<file path="src/rtl/sv32_ptw_pkg.sv">
// sv32_ptw_pkg: Sv32 PTE layout, walker state encoding and PTE classification helpers
package sv32_ptw_pkg;
    localparam int VPN_WIDTH                 = 20;
    localparam int PPN_WIDTH                 = 22;
    localparam int PA_WIDTH                  = 34;
    localparam int ITLB_L2_TLB_REQ_TAG_WIDTH = 2;
    localparam int PTW_PTE_SIZE_BITS         = 2;
    typedef struct packed {
        logic [11:0] ppn1;
        logic [9:0]  ppn0;
        logic [1:0]  rsw;
        logic        d, a, g, u, x, w, r, v;
    } pte_t;
    typedef logic [2:0] ptw_state_t;
    localparam ptw_state_t PTW_IDLE    = 3'd0;
    localparam ptw_state_t PTW_L1_REQ  = 3'd1;
    localparam ptw_state_t PTW_L1_WAIT = 3'd2;
    localparam ptw_state_t PTW_L0_REQ  = 3'd3;
    localparam ptw_state_t PTW_L0_WAIT = 3'd4;
    localparam ptw_state_t PTW_RESP    = 3'd5;
    function automatic logic pte_is_leaf(pte_t p);
        return p.r | p.x;
    endfunction
    function automatic logic pte_is_invalid(pte_t p);
        return !p.v || (!p.r && p.w);
    endfunction
    // level=1 is the root table; a pointer there is legal, at level 0 it is not
    function automatic logic pte_fault(pte_t p, logic level, logic check_a);
        return pte_is_invalid(p) ||
               (pte_is_leaf(p) ? ((level && p.ppn0 != '0) || (check_a && !p.a)) : !level);
    endfunction
endpackage

</file>
<file path="src/rtl/sv32_pte_check.sv">
// sv32_pte_check: classifies one PTE at a given level into leaf / superpage / fault
module sv32_pte_check
    import sv32_ptw_pkg::*;
#(
    parameter bit CHECK_A = 1'b1
) (
    input  logic [31:0] i_pte,
    input  logic        i_level,
    output logic        o_leaf,
    output logic        o_fault,
    output logic        o_superpage
);
    pte_t w_pte;
    assign w_pte       = pte_t'(i_pte);
    assign o_leaf      = pte_is_leaf(w_pte);
    assign o_superpage = o_leaf & i_level;
    assign o_fault     = pte_fault(w_pte, i_level, CHECK_A);
endmodule

</file>
<file path="src/rtl/sv32_ptw.sv">
// sv32_ptw: two-level Sv32 page table walker with a single-outstanding PTE read port
module sv32_ptw
    import sv32_ptw_pkg::*;
#(
    parameter int TAG_WIDTH = ITLB_L2_TLB_REQ_TAG_WIDTH,
    parameter bit CHECK_A   = 1'b1
) (
    input  logic                 CLK,
    input  logic                 RST,
    input  logic                 req_valid,
    output logic                 req_ready,
    input  logic [TAG_WIDTH-1:0] req_tag,
    input  logic [VPN_WIDTH-1:0] req_vpn,
    input  logic [PPN_WIDTH-1:0] satp_ppn,
    output logic                 mem_req_valid,
    input  logic                 mem_req_ready,
    output logic [PA_WIDTH-1:0]  mem_req_pa,
    input  logic                 mem_resp_valid,
    input  logic [31:0]          mem_resp_pte,
    output logic                 resp_valid,
    input  logic                 resp_ready,
    output logic [TAG_WIDTH-1:0] resp_tag,
    output logic [31:0]          resp_pte,
    output logic                 resp_superpage,
    output logic                 resp_page_fault
);
    ptw_state_t             r_state;
    logic [TAG_WIDTH-1:0]   r_tag;
    logic [VPN_WIDTH-1:0]   r_vpn;
    logic [PPN_WIDTH-1:0]   r_root;
    pte_t                   r_pte;
    logic                   r_super;
    logic                   r_fault;
    logic                   w_leaf;
    logic                   w_fault;
    logic                   w_super;

    sv32_pte_check #(.CHECK_A(CHECK_A)) u_check (
        .i_pte       (mem_resp_pte),
        .i_level     (r_state == PTW_L1_WAIT),
        .o_leaf      (w_leaf),
        .o_fault     (w_fault),
        .o_superpage (w_super)
    );

    assign req_ready       = r_state == PTW_IDLE;
    assign mem_req_valid   = (r_state == PTW_L1_REQ) || (r_state == PTW_L0_REQ);
    assign mem_req_pa      = (r_state == PTW_L1_REQ)
                           ? {r_root, r_vpn[19:10], {PTW_PTE_SIZE_BITS{1'b0}}}
                           : {r_pte.ppn1, r_pte.ppn0, r_vpn[9:0], {PTW_PTE_SIZE_BITS{1'b0}}};
    assign resp_valid      = r_state == PTW_RESP;
    assign resp_tag        = r_tag;
    assign resp_pte        = r_pte;
    assign resp_superpage  = r_super;
    assign resp_page_fault = r_fault;

    // r_pte doubles as the L0 table pointer and the reported PTE
    always_ff @(posedge CLK) begin
        if (RST) begin
            r_state <= PTW_IDLE;
            r_tag   <= '0;
            r_vpn   <= '0;
            r_root  <= '0;
            r_pte   <= '0;
            r_super <= 1'b0;
            r_fault <= 1'b0;
        end else begin
            case (r_state)
                PTW_IDLE: if (req_valid) begin
                    r_tag   <= req_tag;
                    r_vpn   <= req_vpn;
                    r_root  <= satp_ppn;
                    r_state <= PTW_L1_REQ;
                end
                PTW_L1_REQ: if (mem_req_ready) r_state <= PTW_L1_WAIT;
                PTW_L0_REQ: if (mem_req_ready) r_state <= PTW_L0_WAIT;
                PTW_L1_WAIT, PTW_L0_WAIT: if (mem_resp_valid) begin
                    r_pte   <= pte_t'(mem_resp_pte);
                    r_super <= w_super;
                    r_fault <= w_fault;
                    r_state <= (w_fault || w_leaf) ? PTW_RESP : PTW_L0_REQ;
                end
                PTW_RESP: if (resp_ready) r_state <= PTW_IDLE;
                default: r_state <= PTW_IDLE;
            endcase
        end
    end
endmodule

</file>
<file path="config.mk">
export PLATFORM = sky130hd
export DESIGN_NAME = sv32_ptw
export DESIGN_NICKNAME = d
export VERILOG_FILES = /design/src/rtl/sv32_ptw_pkg.sv /design/src/rtl/sv32_pte_check.sv /design/src/rtl/sv32_ptw.sv
export SDC_FILE = /design/constraint.sdc
export NUM_CORES = 1
export LEC_CHECK = 0
export CAP_MARGIN = 0
export CORE_MARGIN = 8
export CORE_UTILIZATION = 33
export CTS_BUF_LIST = sky130_fd_sc_hd__clkbuf_4
export DETAILED_ROUTE_END_ITERATION = 8
export PLACE_DENSITY = 0.7
export SYNTH_ARGS = -nofsm -noshare
export SYNTH_HDL_FRONTEND = slang
export SYNTH_SLANG_ARGS = --single-unit
</file>
<file path="constraint.sdc">
create_clock -name CLK -period 2.1 [get_ports CLK]
set_input_delay 0.42 -clock CLK [delete_from_list [all_inputs] [get_ports CLK]]
set_output_delay 0.42 -clock CLK [all_outputs]
set_load 0.05 [all_outputs]
</file>
==> results of run 1 <==
[sequential cells by signal (all words and copies together) (netlist names)]
register         count
resp_page_fault      1
r_state              3
r_root              22
resp_superpage       1
r_vpn               20
resp_pte            32
resp_tag             2
[worst max-delay path: cells and delay by family, from the launching register on]
kind	cells	cell delay, ps
buf+inv	3	460
flops	1	340
mux	1	320
simple gates	2	260
[cell usage after synthesis]
library cell / instances
nand2_1: 158
dfxtp_1: 81
a21oi_1: 79
mux2_2: 30
clkbuf_1: 15
buf_2: 12
buf_4: 5
inv_1: 5
nor2_1: 5
mux2_1: 3
nand2b_1: 2
or4_1: 2
a2111o_1: 1
a2111oi_2: 1
a2111oi_4: 1
a211oi_1: 1
a21o_1: 1
a311oi_2: 1
and2_1: 1
and3_1: 1
and4_1: 1
buf_6: 1
conb_1: 1
inv_2: 1
mux2i_1: 1
nand3_1: 1
nor2_2: 1
nor2_8: 1
nor3_1: 1
nor3_2: 1
o211ai_1: 1
o21ai_1: 1
o21ai_2: 1
o221ai_1: 1
o31a_1: 1
o32ai_1: 1
o41ai_1: 1
or3_1: 1
or3b_4: 1
xor2_1: 1
[metal layers]
metal  share of wire  wire, um
met4          0.0071        83
met1            0.42      4960
met2            0.50      5780
met3           0.073       851
met5               0         0
[cell type report]
class,count,share of cell area
Timing Repair Buffer,171,0.349
Multi-Input combinational cell,306,0.312
Sequential cell,81,0.283
Tap cell,136,0.0296
Clock buffer,10,0.0131
Clock inverter,5,0.0100
Inverter,6,0.00392
[kinds of logic after synthesis]
logic type | Yosys count
xor gates and xnor gates | 1
buffers and inverters | 39
muxes | 34
other | 1
AOI/OAI and AO/OA | 92
DFF | 81
and+or+nand+nor | 177
[metrics by stage]
step           TNS, ps  total power [mW]
2_1_floorplan        0              2.98
3_3_place_gp         0              3.59
3_5_place_dp     -5.74              3.62
4_1_cts          -3900              4.80
5_1_grt          -4660              5.17
6_report         -1740              4.92
[placed cells by master (no fill, tap or decap), drive strengths merged, types with 3 or more instances in the layout]
cell           instances
clkbuf                12
nand2                158
inv                    6
buf                   53
clkdlybuf4s50        101
dfxtp                 81
a21oi                 79
clkinvlp               3
mux2                  33
nor2                   7
dlymetal6s2s          15
[final timing paths]
| kind | start | endpoint | depth (start not counted) |
|---|---|---|---|
| worst min register to register | resp_pte[4]$_SDFFE_PP0P_ | resp_pte[4]$_SDFFE_PP0P_ | 2 |
| worst max-delay path | r_state[2]$_SDFFE_PP0P_ | mem_req_pa[16] | 6 |
| worst max register to register | r_state[0]$_SDFFE_PP0P_ | r_state[0]$_SDFFE_PP0P_ | 5 |
| worst min-delay path | resp_pte[4]$_SDFFE_PP0P_ | resp_pte[4]$_SDFFE_PP0P_ | 2 |
[repair_timing]
item | in CTS | in global routing
cloned | 2 | 2
setup endpoints to repair | 32 | 44
setup buffers | 3 | 0
pin swaps | 1 | 1
resized for setup | 61 | 54
[where the power goes]
group          switching (mW)  total [mW]  internal, mW
clock                   0.533       0.902         0.368
combinational            1.22        2.22         0.999
sequential             0.0995        1.79          1.69
==> results.yml, run 1 <==
place:
  dpl.cell_count: 693
  preCtsSetupSlack_ps: -5.74
  numPortBuffers: 152
  gp_congestion: 0.791
  dp_hpwl_um: 7740
  dpl_cell_area_um2: 5070
final_layout:
  utilization: 0.559
  nets: 657
  multi_input_comb_area_um2: 1790
  fin_area_um2: 5750
  fillers: 955
  num_antenna_cells: 0
  final_cells: 715
  drive_above_1_share: 0.200
  seqCellArea_um2: 1630
  synthToLayoutAreaGrowth_pct: 65.9
yosys:
  ys_types: 40
  yosysWarnings: 0
  synth_xor_area_frac: 0.00253
  synthesis.area_um2: 3460
  synth_top_family_by_area: "simple AND/OR/NAND/NOR gates"
  synth.area.mux_share: 0.110
  synth_compound_area_frac: 0.155
  synth_top_cell_area_share: 0.468
  synth_top_cell_by_area: "dfxtp_1"
  yosys.area_share.simple: 0.209
  ys_seq_area_frac: 0.468
  netlist_instances: 425
  ys_top_cells_by_area: "dfxtp_1 (47%), nand2_1 (17%), a21oi_1 (11%), mux2_2 (9.8%), buf_2 (1.7%)"
  synth-seq-cells: 81
  synthAdderAreaFrac: 0
  syn_area_per_cell_um2: 8.15
pwr:
  leakage_nw: 2.44
  powerDensity_nw_per_um2: 855
  ir_worst_vdd_mv: 0.350
routing:
  drcViolationCount: 0
  vias_per_cell: 4.82
  routedWlPerCell_um: 16.3
  vias: 3445
  wl_um: 11700
  firstDrtPassIters: 4
  drt-initial-drc-count: 179
  ant_nets: 0
setup_path:
  cp_cell_sequence: "nand2b_4, nor2_4, buf_12, clkbuf_16, mux2_4, buf_8"
  startpoint_type: "register"
  end_kind: "primary output"
  cpPeakStageDelay_ps: 340
  required_ps: 1680
  reg2reg_slack_ps: 440
  cpMaxStageDelayCell: "dfxtp_2"
  crit_arrival_ps: 1760
  crit_type: "register to primary output"
  critPathMaxFanout: 7
global_route:
  met2_usage: 0.269
  track_usage: 0.155
  grt_max_degree: 45
  antenna_found_initial: 0
  grt_overflow_total: 0
  grt_pass1_vias: 3533
  grt_pass1_wl_um: 18100
  use_met3: 0.0633
  grt.busiest_layer: "met2"
  grtUsageMet1: 0.176
sta:
  finalHoldViolCount: 0
  holdWs_ps: 463
  worst_slack_ps: -84.5
  grt_setup_unrepaired: "true"
  tightest_slew_ps: 743
  maxSlewHeadroom: 0.505
  skew_ps: 22.5
  fmax_ghz: 0.458
  post-route-period-util: 1.04
  fin_crit_ps: 2180
  finalMaxSlewViolations: 0
  setup_viol: 32
floorplan:
  dieArea_um2: 14000
  die_w_um: 118
  die_y_um: 118
  core_um2: 10300
  ioPinCount: 155
  initial_core_util: 0.337
  rows: 37
cts:
  ctsRootBufferMaster: "clkbuf_4"
  cts_tree: "done"
  clkSinkCount: 81
  clock_path_buffers: 2
  cts_max_level: 3
  clock_latency_ps: 410
  cts_hold_buf: 0
  clk_pin_slew_ps: 140
  numCtsBuffers: 9
run_status:
  violations: "negative setup slack"
  outcome: "finished with violations"
flow_run:
  cap_violations: 0
hold_path:
  hold_path_class: "register to register"
(Power assumes the default switching activity.)
==> inputs of run 2 (changes only) <==
--- a/config.mk
+++ b/config.mk
@@ -9,6 +9,7 @@
 export CORE_MARGIN = 8
 export CORE_UTILIZATION = 33
 export CTS_BUF_LIST = sky130_fd_sc_hd__clkbuf_4
+export CTS_CLUSTER_SIZE = 16
 export DETAILED_ROUTE_END_ITERATION = 8
 export PLACE_DENSITY = 0.7
 export SYNTH_ARGS = -nofsm -noshare
==> results of run 2 <==
Final layout, timing and power as in run 1 (identical DEF).
==> inputs of run 3 (changes only) <==
--- a/config.mk
+++ b/config.mk
@@ -5,6 +5,7 @@
 export SDC_FILE = /design/constraint.sdc
 export NUM_CORES = 1
 export LEC_CHECK = 0
+export ABC_CLOCK_PERIOD_IN_PS = 2100
 export CAP_MARGIN = 0
 export CORE_MARGIN = 8
 export CORE_UTILIZATION = 33
==> results of run 3 <==
Final layout, timing and power as in run 1 (identical DEF).
